--- src/rtl/vram_writer.sv ---
// Producer side of the RGB VRAMs: executes pixel and filled-rectangle commands,
// issuing one write per granted cycle in raster order on a shared address/data bus.
module vram_writer #(
    parameter int unsigned H_PIX  = 128,
    parameter int unsigned V_PIX  = 96,
    parameter int unsigned ADDR_W = 14
) (
    input  logic              clk,
    input  logic              reset,
    input  logic              cmd_valid,
    output logic              cmd_ready,
    input  logic              cmd_op,
    input  logic [6:0]        cmd_x0,
    input  logic [6:0]        cmd_x1,
    input  logic [6:0]        cmd_y0,
    input  logic [6:0]        cmd_y1,
    input  logic [2:0]        cmd_rgb,
    input  logic              vram_gnt,
    output logic [ADDR_W-1:0] vram_addr,
    output logic              vram_di_red,
    output logic              vram_di_green,
    output logic              vram_di_blue,
    output logic              vram_we,
    output logic              busy,
    output logic              done,
    output logic              err
);

    localparam int unsigned X_W = $clog2(H_PIX);

    typedef enum logic [2:0] {
        S_IDLE,
        S_LOAD,
        S_WRITE,
        S_DONE,
        S_ERR
    } state_t;

    state_t            state_q;
    logic              op_q;
    logic [6:0]        x0_q, x1_q, y0_q, y1_q;
    logic [6:0]        cur_x_q, cur_y_q;
    logic [2:0]        rgb_q;
    logic [ADDR_W-1:0] addr_q;

    logic [6:0]        x0_d, x1_d, y0_d, y1_d;
    logic              bad_d;
    logic              last_px;
    logic [ADDR_W-1:0] wrap_step;

    function automatic logic [6:0] clamp(input logic [6:0] v, input logic [7:0] lim);
        return ({1'b0, v} >= lim) ? 7'(lim - 8'd1) : v;
    endfunction

    function automatic logic [ADDR_W-1:0] to_addr(input logic [6:0] y, input logic [6:0] x);
        return (ADDR_W'(y) << X_W) | ADDR_W'(x);
    endfunction

    always_comb begin
        x0_d      = clamp(x0_q, 8'(H_PIX));
        y0_d      = clamp(y0_q, 8'(V_PIX));
        x1_d      = clamp(op_q ? x1_q : x0_q, 8'(H_PIX));
        y1_d      = clamp(op_q ? y1_q : y0_q, 8'(V_PIX));
        bad_d     = (x0_d > x1_d) || (y0_d > y1_d);
        last_px   = (cur_x_q == x1_q) && (cur_y_q == y1_q);
        // Row wrap jumps from (x1,y) to (x0,y+1) without a multiplier.
        wrap_step = ADDR_W'(H_PIX) - ADDR_W'(x1_q - x0_q);
    end

    always_ff @(posedge clk) begin
        if (reset) begin
            state_q <= S_IDLE;
            op_q    <= 1'b0;
            x0_q    <= '0;
            x1_q    <= '0;
            y0_q    <= '0;
            y1_q    <= '0;
            cur_x_q <= '0;
            cur_y_q <= '0;
            rgb_q   <= '0;
            addr_q  <= '0;
        end else begin
            case (state_q)
                S_IDLE: begin
                    if (cmd_valid) begin
                        op_q    <= cmd_op;
                        x0_q    <= cmd_x0;
                        x1_q    <= cmd_x1;
                        y0_q    <= cmd_y0;
                        y1_q    <= cmd_y1;
                        rgb_q   <= cmd_rgb;
                        state_q <= S_LOAD;
                    end
                end
                S_LOAD: begin
                    x0_q <= x0_d;
                    x1_q <= x1_d;
                    y0_q <= y0_d;
                    y1_q <= y1_d;
                    if (bad_d) begin
                        state_q <= S_ERR;
                    end else begin
                        cur_x_q <= x0_d;
                        cur_y_q <= y0_d;
                        addr_q  <= to_addr(y0_d, x0_d);
                        state_q <= S_WRITE;
                    end
                end
                S_WRITE: begin
                    if (vram_gnt) begin
                        if (last_px) begin
                            state_q <= S_DONE;
                        end else if (cur_x_q < x1_q) begin
                            cur_x_q <= cur_x_q + 7'd1;
                            addr_q  <= addr_q + ADDR_W'(1);
                        end else begin
                            cur_x_q <= x0_q;
                            cur_y_q <= cur_y_q + 7'd1;
                            addr_q  <= addr_q + wrap_step;
                        end
                    end
                end
                S_DONE:  state_q <= S_IDLE;
                S_ERR:   state_q <= S_IDLE;
                default: state_q <= S_IDLE;
            endcase
        end
    end

    assign cmd_ready     = (state_q == S_IDLE) && !reset;
    assign vram_we       = (state_q == S_WRITE) && vram_gnt && !reset;
    assign vram_addr     = addr_q;
    assign vram_di_red   = rgb_q[2];
    assign vram_di_green = rgb_q[1];
    assign vram_di_blue  = rgb_q[0];
    assign busy          = (state_q == S_LOAD) || (state_q == S_WRITE);
    assign done          = (state_q == S_DONE);
    assign err           = (state_q == S_ERR);

endmodule

--- config.mk ---
export PLATFORM = sky130hd
export DESIGN_NAME = vram_writer
export DESIGN_NICKNAME = d
export VERILOG_FILES = /design/src/rtl/vram_writer.sv
export SDC_FILE = /design/constraint.sdc
export NUM_CORES = 1
export LEC_CHECK = 0
export ABC_AREA = 1
export CORE_MARGIN = 4
export CORE_UTILIZATION = 62
export DETAILED_ROUTE_END_ITERATION = 7
export PLACE_DENSITY = 0.9
export SYNTH_ARGS = -nofsm -noshare
export SYNTH_HDL_FRONTEND = slang
export SYNTH_SLANG_ARGS = --single-unit
--- constraint.sdc ---
create_clock -name clk -period 7.1 [get_ports clk]
set_input_delay 1.775 -clock clk [delete_from_list [all_inputs] [get_ports clk]]
set_output_delay 1.775 -clock clk [all_outputs]
set_load 0.005 [all_outputs]
==> flow_metrics.env, run 1 <==
export IMPL_worstPathArrival_ns=3.58
export IMPL_synth_nets=887
export IMPL_start_util_pct=64.15
export IMPL_hold_viol_final=0
export IMPL_synth_area_leaders="dfxtp_1 25%, nand2_1 18%, ha_1 10%"
export IMPL_drv_slew=0
export IMPL_synthTopCellsByCount="237 x nand2_1, 110 x nor2_1, 99 x inv_1"
export IMPL_pwr_share_seq_pct=20.7
export IMPL_antenna_cells=0
export IMPL_drc=0
export IMPL_regArea_um2=1261
export IMPL_gr_total_overflow=0
export IMPL_critPathCapture="vram_we"
export IMPL_cts_max_path_buffers=2
export IMPL_min_period_ns=5.350
export IMPL_grt_max_degree=45
export IMPL_core_um2=7807
export IMPL_finalSetupViolCount=0
export IMPL_num_vias=5391
export IMPL_dieArea_um2=9580
export IMPL_drive_gt1_share_pct=4.662
export IMPL_synth_top_cell_area_share_pct=25.18
export IMPL_dr_first_iter_drc_count=352
export IMPL_combPwrFrac_pct=68.8
export IMPL_multiInputGateArea_um2=3211
export IMPL_cp_required_ns=5.33
export IMPL_ys_flop_type="dfxtp_1"
export IMPL_grt_pass1_wl_um=22830
export IMPL_clock_root_buffer="clkbuf_8"
export IMPL_hold_start="rgb_q[2]$_SDFFE_PP0P_"
export IMPL_postCtsHoldBufs=0
export IMPL_outcome="finished, final reports clean"
export IMPL_ys_seq_area_share_pct=25.18
export IMPL_syn_inst=809
export IMPL_timing_hold_worst_class="flop to flop"
export IMPL_gp_congestion=0.9523
export IMPL_reg2reg_to="vram_addr[9]$_SDFFE_PP0P_"
export IMPL_final_nets=931
export IMPL_syn_to_final_growth_pct=15.41
export IMPL_max_slew_margin_pct=41.16
export IMPL_rows=32
export IMPL_io_pins=58
export IMPL_r2r_start="x1_q[0]$_SDFFE_PP0P_"
export IMPL_grt_pass1_vias=5232
export IMPL_post_cts_setup_buffers=0
export IMPL_r2r_setup_slack_ns=3.63
export IMPL_crit_type="input port to primary output"
export IMPL_switching_share_pct=54.10
export IMPL_finalCritPeriodShare_pct=75.36
export IMPL_end_kind="primary output"
export IMPL_power_density_nw_per_um2=523.7
export IMPL_crit_fanout=21
export IMPL_switchingPower_mw=1.638
export IMPL_cts_tree="built"
export IMPL_ys_ff_latch=63
export IMPL_synth_edf_count=0
export IMPL_wl_um=13630
export IMPL_cp_start_kind="input port"
export IMPL_async_flop_share_pct=0
export IMPL_antenna_found_initial=0
export IMPL_cts_repair_resized=0
export IMPL_yosysUniqueCellTypes=39
export IMPL_min_path_cells=2
export IMPL_ir_drop_mv=0.3230
export IMPL_total_leakage_power_nw=2.833
export IMPL_grt_setup_unrepaired="no"
export IMPL_wl_per_cell_um=14.20
export IMPL_dp_hpwl_um=10230
export IMPL_rr_worst_depth=20
export IMPL_numCtsBuffers=9
export IMPL_fmax_mhz=186.9
export IMPL_yosysTopAreaCell="dfxtp_1"
export IMPL_dr_pass1_iters=7
export IMPL_maxCapViolCount=0
export IMPL_yosysWarnings=0
export IMPL_die_h_um=97.88
export IMPL_avgSynthCellArea_um2=6.191
export IMPL_setup_tns_ns=0
export IMPL_syn_cell_area_um2=5009
export IMPL_clock_power_share_pct=10.5
export IMPL_final_antenna_net_count=0
export IMPL_io_buffers=57
export IMPL_die_w_um=97.88
export IMPL_grt_usage_pct=28.39
export IMPL_synth_most_common_cell="nand2_1"
export IMPL_htree_levels=3
export IMPL_clkLatencyLatePin_ns=0.35
export IMPL_total_power_mw=3.027
export IMPL_critPathLaunch="reset"
export IMPL_clock_sinks=63
export IMPL_via_per_inst=5.616
export IMPL_clk_pin_slew_ns=0.07
export IMPL_tightest_slew_ns=0.8814
export IMPL_final_setup_skew_ns=0.008510
export IMPL_fillCellCount=634
export IMPL_p_int_mw=1.389
-- how the worst min path moves through the flow --
stage,endpoint,slack (ns)
global placement,rgb_q[0]$_SDFFE_PP0P_,0.45
detailed placement,rgb_q[2]$_SDFFE_PP0P_,0.46
floorplan,rgb_q[0]$_SDFFE_PP0P_,0.46
global route,rgb_q[2]$_SDFFE_PP0P_,0.50
finish,rgb_q[2]$_SDFFE_PP0P_,0.47
CTS,rgb_q[2]$_SDFFE_PP0P_,0.47
-- metal layers --
metal,vias up,global-route usage [%],share of wire (%)
met1,2422,34.26,41
met2,244,49.58,48
li1,2680,-,-
met4,0,12.89,2.9
met3,45,4.286,8.6
met5,-,0,0
-- cell type report --
type	instances	area share (%)
multi-input cells	613	55.54
flip-flops and latches	63	21.82
repair buffers	59	10.13
inverters	107	6.991
clock buffers	13	2.576
well taps	102	2.208
clock inverters	3	0.7359
-- registers in the layout, indices dropped and copies added, names as in the netlist --
register / flops
cur_x_q: 7
cur_y_q: 7
op_q: 1
rgb_q: 3
state_q: 3
vram_addr: 14
x0_d: 7
x1_q: 7
y0_q: 7
y1_q: 7
-- cells by family after synthesis --
group / after synthesis / share of synthesized area, %
compound gates: 122 / 13.76
xor+xnor: 14 / 2.748
simple gates: 435 / 36.80
buf+inv: 133 / 10.72
fa+ha+maj: 42 / 10.79
flops: 63 / 25.18
-- cell usage in the layout (no fill, tap or decap), drive strengths merged, types with 11 or more instances in the layout --
cell type and n:
a21oi 39, ha 40, inv 106, nand2 242, xor2 11, dfxtp 63, o21ai 51, nand3 59
clkbuf 13, clkdlybuf4s50 57, nor2 114
-- power groups by stage --
stage	clock [mW]	sequential [mW]	combinational, mW
final	0.317	0.627	2.08
after global routing	0.337	0.642	2.36
after CTS	0.317	0.621	2.05
after detailed placement	0	0.627	2.03
after global placement	0	0.619	1.92
after floorplan	0	0.574	1.61
-- per-stage QoR --
step | setup slack [ns] | std cells | hold WS [ns] | util, % | instance area, um^2
after floorplan | 3.022 | 809 | 0.4618 | - | 5009
after global placement | 1.783 | 944 | 0.4540 | 71.59 | 5589
after detailed placement | 1.769 | 944 | 0.4587 | 71.59 | 5589
after CTS | 1.753 | 960 | 0.4694 | 74.04 | 5781
after global routing | 1.614 | 960 | 0.5045 | 74.04 | 5781
final | 1.750 | 960 | 0.4674 | 74.04 | 5781
-- critical path, cell delays in order --
cell and delay (ns):
clkdlybuf4s50_1 0.99, clkinv_1 0.21, nand2_1 0.10, nor2_1 0.04, clkdlybuf4s50_1 0.45
No activity file was read; power rests on OpenSTA's default activity.
==> run 2: changes to the inputs <==
--- a/config.mk
+++ b/config.mk
@@ -7,9 +7,9 @@
 export LEC_CHECK = 0
 export ABC_AREA = 1
 export CORE_MARGIN = 4
-export CORE_UTILIZATION = 62
+export CORE_UTILIZATION = 52
 export DETAILED_ROUTE_END_ITERATION = 7
-export PLACE_DENSITY = 0.9
+export PLACE_DENSITY = 0.81
 export SYNTH_ARGS = -nofsm -noshare
 export SYNTH_HDL_FRONTEND = slang
 export SYNTH_SLANG_ARGS = --single-unit
==> constraint.sdc (replaced) <==
create_clock -name clk -period 4.4 [get_ports clk]
set_input_delay 1.1 -clock clk [delete_from_list [all_inputs] [get_ports clk]]
set_output_delay 1.1 -clock clk [all_outputs]
set_load 0.005 [all_outputs]
==> run 2 against run 1 <==
Against the previous run: count of clock-buffer cells in the layout decreased by 1; critical path depth unchanged; die area increased by 18%; power increased by 61%; core utilization decreased by 11 points; combinational power increased by 58%; clock skew increased by 0.0073 ns; global-route usage decreased by 5.2 points; largest cell class unchanged; largest power group unchanged; highest routed layer unchanged.
==> flow_metrics.env, run 2 (synthesis results as in run 1) <==
export IMPL_outcome="finished, final reports clean"
export IMPL_cp_slowest_stage_delay_ns=0.76
export IMPL_wl_per_cell_um=13.16
export IMPL_htree_levels=3
export IMPL_grt_usage_pct=23.16
export IMPL_start_util_pct=53.70
export IMPL_finalCritPeriodShare_pct=84.21
export IMPL_gr_total_overflow=0
export IMPL_worstPathArrival_ns=2.61
export IMPL_numCtsBuffers=9
export IMPL_clock_sinks=63
export IMPL_clk_pin_slew_ns=0.08
export IMPL_grtUsageMet1_pct=30.83
export IMPL_wl_um=12990
export IMPL_busiest_layer="met2"
export IMPL_clkLatencyLatePin_ns=0.35
export IMPL_cts_tree="built"
export IMPL_fmax_mhz=269.9
export IMPL_path_cells="clkdlybuf4s50_1 -> clkinv_1 -> nand2_1 -> nor2_1 -> clkdlybuf4s50_1"
export IMPL_total_leakage_power_nw=2.862
export IMPL_antenna_cells=0
export IMPL_cts_max_path_buffers=2
export IMPL_core_um2=9328
export IMPL_grt_pass1_vias=4864
export IMPL_drv_slew=0
export IMPL_antenna_found_initial=0
export IMPL_dp_cells=972
export IMPL_met2_usage_pct=37.74
export IMPL_grt_use_met3_pct=3.461
export IMPL_clock_root_buffer="clkbuf_8"
export IMPL_cp_common_cell="clkdlybuf4s50_1"
export IMPL_dr_pass1_iters=6
export IMPL_path_delay_family="buffers and inverters"
export IMPL_slowest_stage="clkdlybuf4s50_1"
export IMPL_maxCapViolCount=0
export IMPL_drc=0
export IMPL_io_buffers=57
export IMPL_most_common_layout_cells="237 x nand2_1, 110 x nor2_1, 99 x inv_1"
export IMPL_final_nets=932
export IMPL_largest_reg_flops=14
export IMPL_gp_congestion=0.9251
export IMPL_postCtsHoldBufs=0
export IMPL_worst_path_buf_inv=3
export IMPL_fillCellCount=886
export IMPL_post_cts_setup_buffers=0
export IMPL_final_antenna_net_count=0
export IMPL_instances_no_fill=987
export IMPL_dp_hpwl_um=9732
export IMPL_via_per_inst=5.266
export IMPL_crit_fanout=12
export IMPL_finalSetupViolCount=0
export IMPL_grt_setup_unrepaired="no"
export IMPL_num_vias=5198
export IMPL_io_pins=58
export IMPL_end_kind="primary output"
export IMPL_timing_hold_worst_class="flop to flop"
export IMPL_final_setup_skew_ns=0.01586
export IMPL_die_w_um=106.1
export IMPL_cp_required_ns=3.30
export IMPL_dieArea_um2=11270
export IMPL_ir_drop_mv=0.4339
export IMPL_cts_repair_resized=0
export IMPL_hold_viol_final=0
export IMPL_drive_gt1_share_pct=5.012
export IMPL_crit_type="input port to primary output"
export IMPL_grt_max_degree=45
export IMPL_syn_to_final_growth_pct=17.01
export IMPL_min_period_ns=3.705
export IMPL_rows=35
export IMPL_setup_tns_ns=0
export IMPL_total_power_mw=4.882
export IMPL_multiInputGateArea_um2=3211
export IMPL_grt_pass1_wl_um=21620
export IMPL_cp_start_kind="input port"
export IMPL_layout_commonest_cell="nand2_1"
export IMPL_power_density_nw_per_um2=833.1
export IMPL_die_h_um=106.1
export IMPL_dr_first_iter_drc_count=267
export IMPL_regArea_um2=1261
export IMPL_max_slew_margin_pct=42.37
export IMPL_tightest_slew_ns=0.8633
run 2: cell types whose count changed in the layout (fill, tap and decap cells not counted):
cell / delta
bufinv_16: +1
buf_4: +1
clkbuf_8: +2
clkbuf_1: -3
clkinvlp_4: -1
run 2: through the flow:
stage | cell area, um^2 | worst slack [ns] | hold slack (ns) | util [%]
6_report | 5861 | 0.6950 | 0.4678 | 62.83
4_1_cts | 5861 | 0.6910 | 0.4712 | 62.83
2_1_floorplan | 5009 | 1.429 | 0.4618 | -
3_3_place_gp | 5630 | 0.7050 | 0.4527 | 60.36
5_1_grt | 5861 | 0.5956 | 0.5037 | 62.83
3_5_place_dp | 5630 | 0.6953 | 0.4602 | 60.36
run 2: worst min-delay path: stages, from the launching register on:
cell	delay (ns)
dfxtp_1	0.31
nand2_1	0.06
a21oi_1	0.06
run 2: layer usage:
layer / vias up / part of all wire [%]
met5: - / 0
met2: 173 / 45
met1: 2317 / 46
met3: 27 / 6.2
li1: 2681 / -
met4: 0 / 2.2
run 2: path summary, 6_finish.rpt:
| kind | start | end | slack (ns) | depth (start not counted) |
|---|---|---|---|---|
| max reg2reg | x1_q[0]$_SDFFE_PP0P_ | vram_addr[8]$_SDFFE_PP0P_ | 0.94 | 22 |
| min | rgb_q[2]$_SDFFE_PP0P_ | rgb_q[2]$_SDFFE_PP0P_ | 0.47 | 2 |
| min reg2reg | rgb_q[2]$_SDFFE_PP0P_ | rgb_q[2]$_SDFFE_PP0P_ | 0.47 | 2 |
| max | reset | vram_we | 0.69 | 5 |
run 2: report_power, final:
group / internal (mW) / switching (mW) / total (mW) / leakage (nW)
combinational: 1.19 / 2.08 / 3.28 / 2.23
sequential: 0.766 / 0.240 / 1.01 / 0.518
clock: 0.362 / 0.238 / 0.600 / 0.118
run 2: cell type report:
type	count	share of cell area (%)
clock inverter	3	1.110
multi-input combinational	613	54.78
tap	129	2.754
clock buffer	12	2.818
inverter	107	6.896
timing repair buffer	60	10.12
sequential	63	21.52
==> run 3: changes to the inputs <==
==> constraint.sdc (replaced) <==
create_clock -name clk -period 3.4 [get_ports clk]
set_input_delay 0.85 -clock clk [delete_from_list [all_inputs] [get_ports clk]]
set_output_delay 0.85 -clock clk [all_outputs]
set_load 0.005 [all_outputs]
==> run 3 against run 2 <==
Against the previous run: clock power increased by 21%; design area increased by 3.6%; wire length increased by 7.0%; global-route usage increased by 1.4 points; sequential share of layout area decreased by 0.70 points; critical path depth increased by 18; core utilization increased by 2.3 points; sequential power increased by 27%; register-to-register slack got worse by 0.83 ns; count of clock-buffer cells in the layout decreased by 2.
==> flow_metrics.env, run 3 (synthesis results as in run 1) <==
export IMPL_outcome="finished, final reports clean"
export IMPL_power_density_nw_per_um2=1137
export IMPL_timing_hold_worst_class="flop to flop"
export IMPL_total_leakage_power_nw=2.908
export IMPL_finalCritPeriodShare_pct=96.63
export IMPL_regArea_um2=1264
export IMPL_gp_congestion=0.9597
export IMPL_min_path_cells=2
export IMPL_dr_pass1_iters=5
export IMPL_place_area_um2=5675
export IMPL_instances_no_fill=1000
export IMPL_switching_share_pct=52.56
export IMPL_r2r_setup_slack_ns=0.11
export IMPL_multiInputGateArea_um2=3346
export IMPL_cp_required_ns=3.64
export IMPL_die_w_um=106.1
export IMPL_clkLatencyLatePin_ns=0.35
export IMPL_dp_cells=978
export IMPL_dr_first_iter_drc_count=396
export IMPL_die_h_um=106.1
export IMPL_drive_gt1_share_pct=9.529
export IMPL_pwr_share_seq_pct=18.6
export IMPL_grt_max_degree=45
export IMPL_switchingPower_mw=3.629
export IMPL_rr_worst_depth=23
export IMPL_drc=0
export IMPL_final_antenna_net_count=0
export IMPL_maxCapViolCount=0
export IMPL_final_nets=944
export IMPL_wl_per_cell_um=13.90
export IMPL_num_vias=5367
export IMPL_dpl_worst_slack_ns=0.09061
export IMPL_fmax_mhz=304.4
export IMPL_crit_type="flop to flop"
export IMPL_gr_total_overflow=0
export IMPL_antenna_found_initial=0
export IMPL_tightest_slew_ns=0.5909
export IMPL_io_pins=58
export IMPL_rows=35
export IMPL_io_buffers=57
export IMPL_largest_reg_flops=14
export IMPL_wl_um=13900
export IMPL_crit_fanout=6
export IMPL_ir_drop_mv=0.6310
export IMPL_combPwrFrac_pct=70.9
export IMPL_core_um2=9328
export IMPL_dp_hpwl_um=10270
export IMPL_min_period_ns=3.285
export IMPL_htree_levels=3
export IMPL_finalSetupViolCount=0
export IMPL_clock_root_buffer="clkbuf_8"
export IMPL_layout_commonest_cell="nand2_1"
export IMPL_reg2reg_to="vram_addr[8]$_SDFFE_PP0P_"
export IMPL_p_int_mw=3.275
export IMPL_hold_viol_final=0
export IMPL_postCtsHoldBufs=0
export IMPL_final_setup_skew_ns=0.01459
export IMPL_via_per_inst=5.367
export IMPL_max_slew_margin_pct=60.19
export IMPL_hold_slack_ns=0.4759
export IMPL_most_common_layout_cells="231 x nand2_1, 104 x nor2_1, 99 x inv_1"
export IMPL_grt_pass1_vias=5159
export IMPL_drv_slew=0
export IMPL_end_kind="flop"
export IMPL_clock_sinks=63
export IMPL_cts_max_path_buffers=2
export IMPL_numCtsBuffers=9
export IMPL_antenna_cells=0
export IMPL_cp_start_kind="flop"
export IMPL_hold_end="rgb_q[2]$_SDFFE_PP0P_"
export IMPL_clk_pin_slew_ns=0.08
export IMPL_syn_to_final_growth_pct=21.21
export IMPL_cts_tree="built"
export IMPL_hold_start="rgb_q[2]$_SDFFE_PP0P_"
export IMPL_start_util_pct=53.70
export IMPL_final_setup_worst_slack_ns=0.1147
export IMPL_fillCellCount=823
export IMPL_total_power_mw=6.905
export IMPL_grt_pass1_wl_um=22830
export IMPL_clock_power_share_pct=10.5
export IMPL_dieArea_um2=11270
export IMPL_grt_usage_pct=24.51
export IMPL_finalInstanceArea_um2=6071
export IMPL_worstPathArrival_ns=3.53
export IMPL_r2r_start="x1_q[0]$_SDFFE_PP0P_"
-- run 3: cell count changes in the layout (fill, tap and decap cells not counted), moves of 4 or more --
cell and change:
nand2_1 -6, nor2_1 -6, ha_1 -8, ha_2 +4
nand2_2 +6, nor2_2 +5, buf_4 +12, ha_4 +4
-- run 3: metrics by stage --
step / util [%] / setup TNS [ns]
floorplan: - / 0
global placement: 60.85 / 0
detailed placement: 60.85 / 0
CTS: 63.13 / 0
global route: 65.08 / -0.5748
finish: 65.08 / 0
-- run 3: final cells by class --
type / count / area share, %
clock buffer: 10 / 2.102
clock inverter: 6 / 1.401
inverter: 107 / 6.657
multi-input combinational: 613 / 55.11
sequential: 63 / 20.82
tap: 129 / 2.659
timing repair buffer: 72 / 11.25
-- run 3: how the worst max path moves through the flow --
stage	cells after the start	slack, ns	to	start
after floorplan	22	0.43	vram_addr[8]$_SDFFE_PP0P_	x1_q[0]$_SDFFE_PP0P_
after global placement	22	0.24	vram_addr[11]$_SDFFE_PP0P_	x1_q[0]$_SDFFE_PP0P_
after detailed placement	22	0.09	vram_addr[11]$_SDFFE_PP0P_	x1_q[0]$_SDFFE_PP0P_
after CTS	22	0.03	vram_addr[8]$_SDFFE_PP0P_	x1_q[0]$_SDFFE_PP0P_
after global routing	23	-0.26	vram_addr[11]$_SDFFE_PP0P_	x1_q[0]$_SDFFE_PP0P_
final	23	0.11	vram_addr[8]$_SDFFE_PP0P_	x1_q[0]$_SDFFE_PP0P_
-- run 3: power by group through the flow --
| stage | registers [mW] | logic [mW] | clock network [mW] |
|---|---|---|---|
| after floorplan | 1.20 | 3.35 | 0 |
| after global placement | 1.27 | 4.13 | 0 |
| after detailed placement | 1.28 | 4.28 | 0 |
| after CTS | 1.27 | 4.32 | 0.728 |
| after global routing | 1.32 | 5.50 | 0.765 |
| final | 1.28 | 4.90 | 0.723 |
-- run 3: timing repair --
item                       CTS  global route
gates resized for setup      0            35
buffers inserted             0             6
setup endpoints to repair    0             9
hold endpoints to repair     0             0
-- run 3: worst max-delay path: stages (launching register included) --
cell and delay [ns]:
dfxtp_2 0.34, inv_1 0.05, ha_1 0.22, fa_2 0.40, inv_1 0.09, nand3_1 0.09
nand2_2 0.14, xor2_4 0.24, buf_4 0.16, nor2_2 0.04, nand3_1 0.10, nand2_1 0.08
nor2_2 0.12, ha_4 0.23, nand2_2 0.08, inv_1 0.06, a21oi_2 0.17, nand2_1 0.09
nand2_1 0.07, nand2_1 0.05, a21oi_1 0.13, nand3_1 0.10, nand2_1 0.09, nor2_1 0.04
-- run 3: metal layers --
metal  GRT usage [%]  vias up  share of wire, %
met1           31.13     2440                44
met5               0        -                 0
met4           8.973        0               2.1
li1                -     2705                 -
met3           3.764       31               6.3
met2           41.90      191                48
==> patch 1: new RTL, settings of run 2 <==
`V_PIX`: 96 -> 48.
--- a/src/rtl/vram_writer.sv
+++ b/src/rtl/vram_writer.sv
@@ -3,5 +3,5 @@
 module vram_writer #(
     parameter int unsigned H_PIX  = 128,
-    parameter int unsigned V_PIX  = 96,
+    parameter int unsigned V_PIX  = 48,
     parameter int unsigned ADDR_W = 14
 ) (
Check against the original RTL: not equivalent (Yosys sat finds a counterexample within 4 cycles, from zero or initial values and one cycle with reset high).
==> patch 1 against run 2 <==
  * Wire length is 5.9% higher
  * Synthesized cell count stayed put
  * Cell area is 0.81% lower
  * Area after synthesis is 1.1% lower
  * Global-route usage is 1.5 points higher
  * Non-clock buffer count is 3 higher
  * Power is 3.8% lower
  * Count of clock-buffer cells in the layout stayed put
  * Sequential cell count stayed put
  * Worst setup slack better by 260 ps
  * Hold slack better by 15 ps
  * Critical path type unchanged
  * Critical endpoint is now cmd_ready
  * Largest power group unchanged
==> patch 1: results <==
set metrics [dict create \
    critical_path_data_arrival_time_ps 2350 \
    pg_clk_mw 0.517 \
    post-place-cells 978 \
    grtUsageMet1 0.312 \
    crit_path_end "cmd_ready" \
    hold_path_startpoint "rgb_q[1]" \
    final_worst_setup_slack_ps 950 \
    postSynthAreaPerCell_um2 6.12 \
    worst_ir_drop_on_vdd_v 0.000453 \
    grtUsageMet2 0.423 \
    seq_area_frac_synth 0.255 \
    grt_first_pass_wirelength_um 22400 \
    dpl_ws_ps 956 \
    wl_met2_um 6450 \
    numPortBuffers 57 \
    number_of_flip_flops_in_the_largest_register 14 \
    fin_nets 938 \
    fillers 846 \
    met1Wirelength_um 6040 \
    post_dp_cell_area_mm2 0.00562 \
    total_leakage_power_nw 2.80 \
    synth_warnings 0 \
    mappedNetlistNets 887 \
    dp_hpwl_um 10300 \
    tightestPinTransition_ps 723 \
    skew_ps 12.4 \
    timing.final.setup_violations 0 \
    ys_top_cells_by_count "nand2_1 (236), inv_1 (108), nor2_1 (92)" \
    length_of_routed_met3_wiring_um 1020 \
    result_of_the_run "finished, final reports clean" \
    synth_largest_type_area_fraction 0.255 \
    fin_cells 994 \
    pwr-share-clk 0.110 \
    grtUsageMet3 0.0484 \
    power.share.switching 0.533 \
    grt_start_max_net_pins 47 \
    grt_pass1_vias 4898 \
    report.final.slew_viol_count 0 \
    hold_path_end "rgb_q[1]" \
    first_iter_violations 538 \
    gp_congestion 0.896 \
    routed.top_layer "met4" \
    final_layout_size_suffix_gt1_frac 0.0474 \
    worstPathMaxFanout 17 \
    post_synth_main_area_contributors "dfxtp_1 (25%), nand2_1 (18%), ha_1 (10%), inv_1 (8.2%), nor2_1 (7.0%)" \
    num_vias 5305 \
    routedWlPerCell_um 13.8 \
    critical_path.reg2reg.startpoint "x0_d[2]" \
    reg2reg_setup_slack_ps 1000 \
    track_usage 0.247 \
    async_flop_share 0 \
    hold_slack_ps 482 \
    detailedRoute.firstPassIterationCount 5 \
]
==> patch 1: cell count changes in the layout (fill, tap and decap cells not counted), sizes merged, moves of 6 or more <==
cell	change
a21oi	+14
a221oi	-6
inv	+7
nand3	-8
nor2	-16
o211ai	-6
o21ai	+10
==> patch 1: layout make-up <==
class | count | area [um^2] | share of cell area
repair buffers | 63 | 616 | 0.106
clock buffers | 12 | 145 | 0.0250
well taps | 129 | 161 | 0.0278
multi-input cells | 608 | 3150 | 0.542
clock inverters | 4 | 45.0 | 0.00775
inverters | 115 | 434 | 0.0747
flip-flops and latches | 63 | 1260 | 0.217
==> patch 1: cell families after synthesis <==
logic type	after synthesis	share of synthesized area
XOR/XNOR	14	0.0248
other	2	0.00152
AO/OA/AOI/OAI	134	0.145
AND/OR/NAND/NOR	416	0.356
adder cells (fa/ha/maj)	42	0.109
flip-flops	63	0.255
buffers and inverters	138	0.109
==> patch 2: new RTL, config.mk and constraints of run 2 <==
Made on the original files. Encoding of `state_t`: now one-hot (5 bits for 5 states).
--- a/src/rtl/vram_writer.sv
+++ b/src/rtl/vram_writer.sv
@@ -29,10 +29,10 @@
     localparam int unsigned X_W = $clog2(H_PIX);
 
-    typedef enum logic [2:0] {
-        S_IDLE,
-        S_LOAD,
-        S_WRITE,
-        S_DONE,
-        S_ERR
+    typedef enum logic [4:0] {
+        S_IDLE  = 5'b00001,
+        S_LOAD  = 5'b00010,
+        S_WRITE = 5'b00100,
+        S_DONE  = 5'b01000,
+        S_ERR   = 5'b10000
     } state_t;
 
Function: no difference found for any inputs over 4 cycles, from zero or initial values and one cycle with reset high; so few cycles prove little.
==> patch 2 against run 2 <==
  * Cell count rose by 1.6%
  * Area after synthesis rose by 1.6%
  * Clock skew fell by 5.0 ps
  * Via count fell by 0.85%
  * Sequential cell count rose by 2
  * Worst setup slack improved by 290 ps
  * First-iteration DRC count rose by 26%
  * Wire length fell by 0.17%
  * Cell area rose by 0.96%
  * Critical endpoint unchanged
Power is not compared: it rests on default switching activity, and its combinational part moved more than twofold at a synthesized area within 25%.
==> patch 2: results <==
set metrics [dict create \
    fin_cells 1003 \
    first_iter_violations 336 \
    timing.final.crit_share 0.777 \
    met1Wirelength_um 6190 \
    track_usage 0.237 \
    hold_path_end "rgb_q[0]" \
    worst_slew_margin_rel 0.474 \
    post-place-cells 988 \
    vias_per_cell 5.14 \
    capture_point_of_the_worst_reg_to_reg_path "vram_addr[11]" \
    critical_path.reg2reg.startpoint "x0_d[2]" \
    gp_congestion 0.934 \
    r2r_cells 18 \
    synthXorXnorAreaFrac 0.0327 \
    grt_start_max_net_pins 33 \
    syn_inst 824 \
    worst_setup_hold_path_clk_slew_ps 70 \
    length_of_routed_met3_wiring_um 844 \
    worst_path_largest_cell_delay_ps 530 \
    hold_slack_ps 470 \
    routedWlPerCell_um 12.9 \
    skew_ps 10.9 \
    reg2reg_setup_slack_ps 1000 \
    critical_path_data_arrival_time_ps 2320 \
    hold_path_startpoint "rgb_q[0]" \
    result_of_the_run "finished, final reports clean" \
    post_synth_main_area_contributors "dfxtp_1 (26%), nand2_1 (19%), ha_1 (9.8%), inv_1 (7.9%), nor2_1 (6.7%)" \
    fin_nets 948 \
    grt_first_pass_wirelength_um 21800 \
    seq_area_frac_synth 0.256 \
    wl_met2_um 5660 \
    grtUsageMet2 0.375 \
    final_layout_size_suffix_gt1_frac 0.0423 \
    post_dp_cell_area_mm2 0.00572 \
    ys_top_cells_by_count "nand2_1 (254), inv_1 (107), nor2_1 (91)" \
    mappedNetlistNets 902 \
    whs_path_depth 2 \
    dpl_ws_ps 989 \
    yosysUniqueCellTypes 40 \
    critPathLaunch "vram_gnt" \
    dp_hpwl_um 9700 \
    grt_pass1_vias 4683 \
    worstPathMaxFanout 2 \
]
[patch 2: cell types whose count changed in the layout (fill, tap and decap cells not counted), sizes merged, moves of 4 or more]
cell and delta:
xnor2 +7, a221oi -5, a21oi +11, nand3 -6, and2 +4, nand2 +15
a31oi -5, a2bb2oi +6, inv +5, nor2 -21
[patch 2: cell families (layout without fill, tap and decap cells)]
logic type	after synthesis	in the layout
xor+xnor	19	19
flops	65	65
buf+inv	140	190
simple gates	432	432
fa+ha+maj	42	42
compound gates	126	126
[patch 2: power groups by stage]
stage	Clock (mW)	Sequential, mW	Combinational [mW]
after global placement	0	0.693	0.792
after detailed placement	0	0.694	0.805
after global routing	0.556	0.689	0.938
after floorplan	0	0.676	0.618
after CTS	0.541	0.681	0.811
final	0.523	0.683	0.815
[patch 2: final cells by class]
type | instances | area [um^2]
multi-input combinational | 619 | 3220
timing repair buffer | 63 | 616
tap | 129 | 161
clock inverter | 3 | 40.0
inverter | 112 | 422
clock buffer | 12 | 155
fill | 888 | 3450
sequential | 65 | 1300
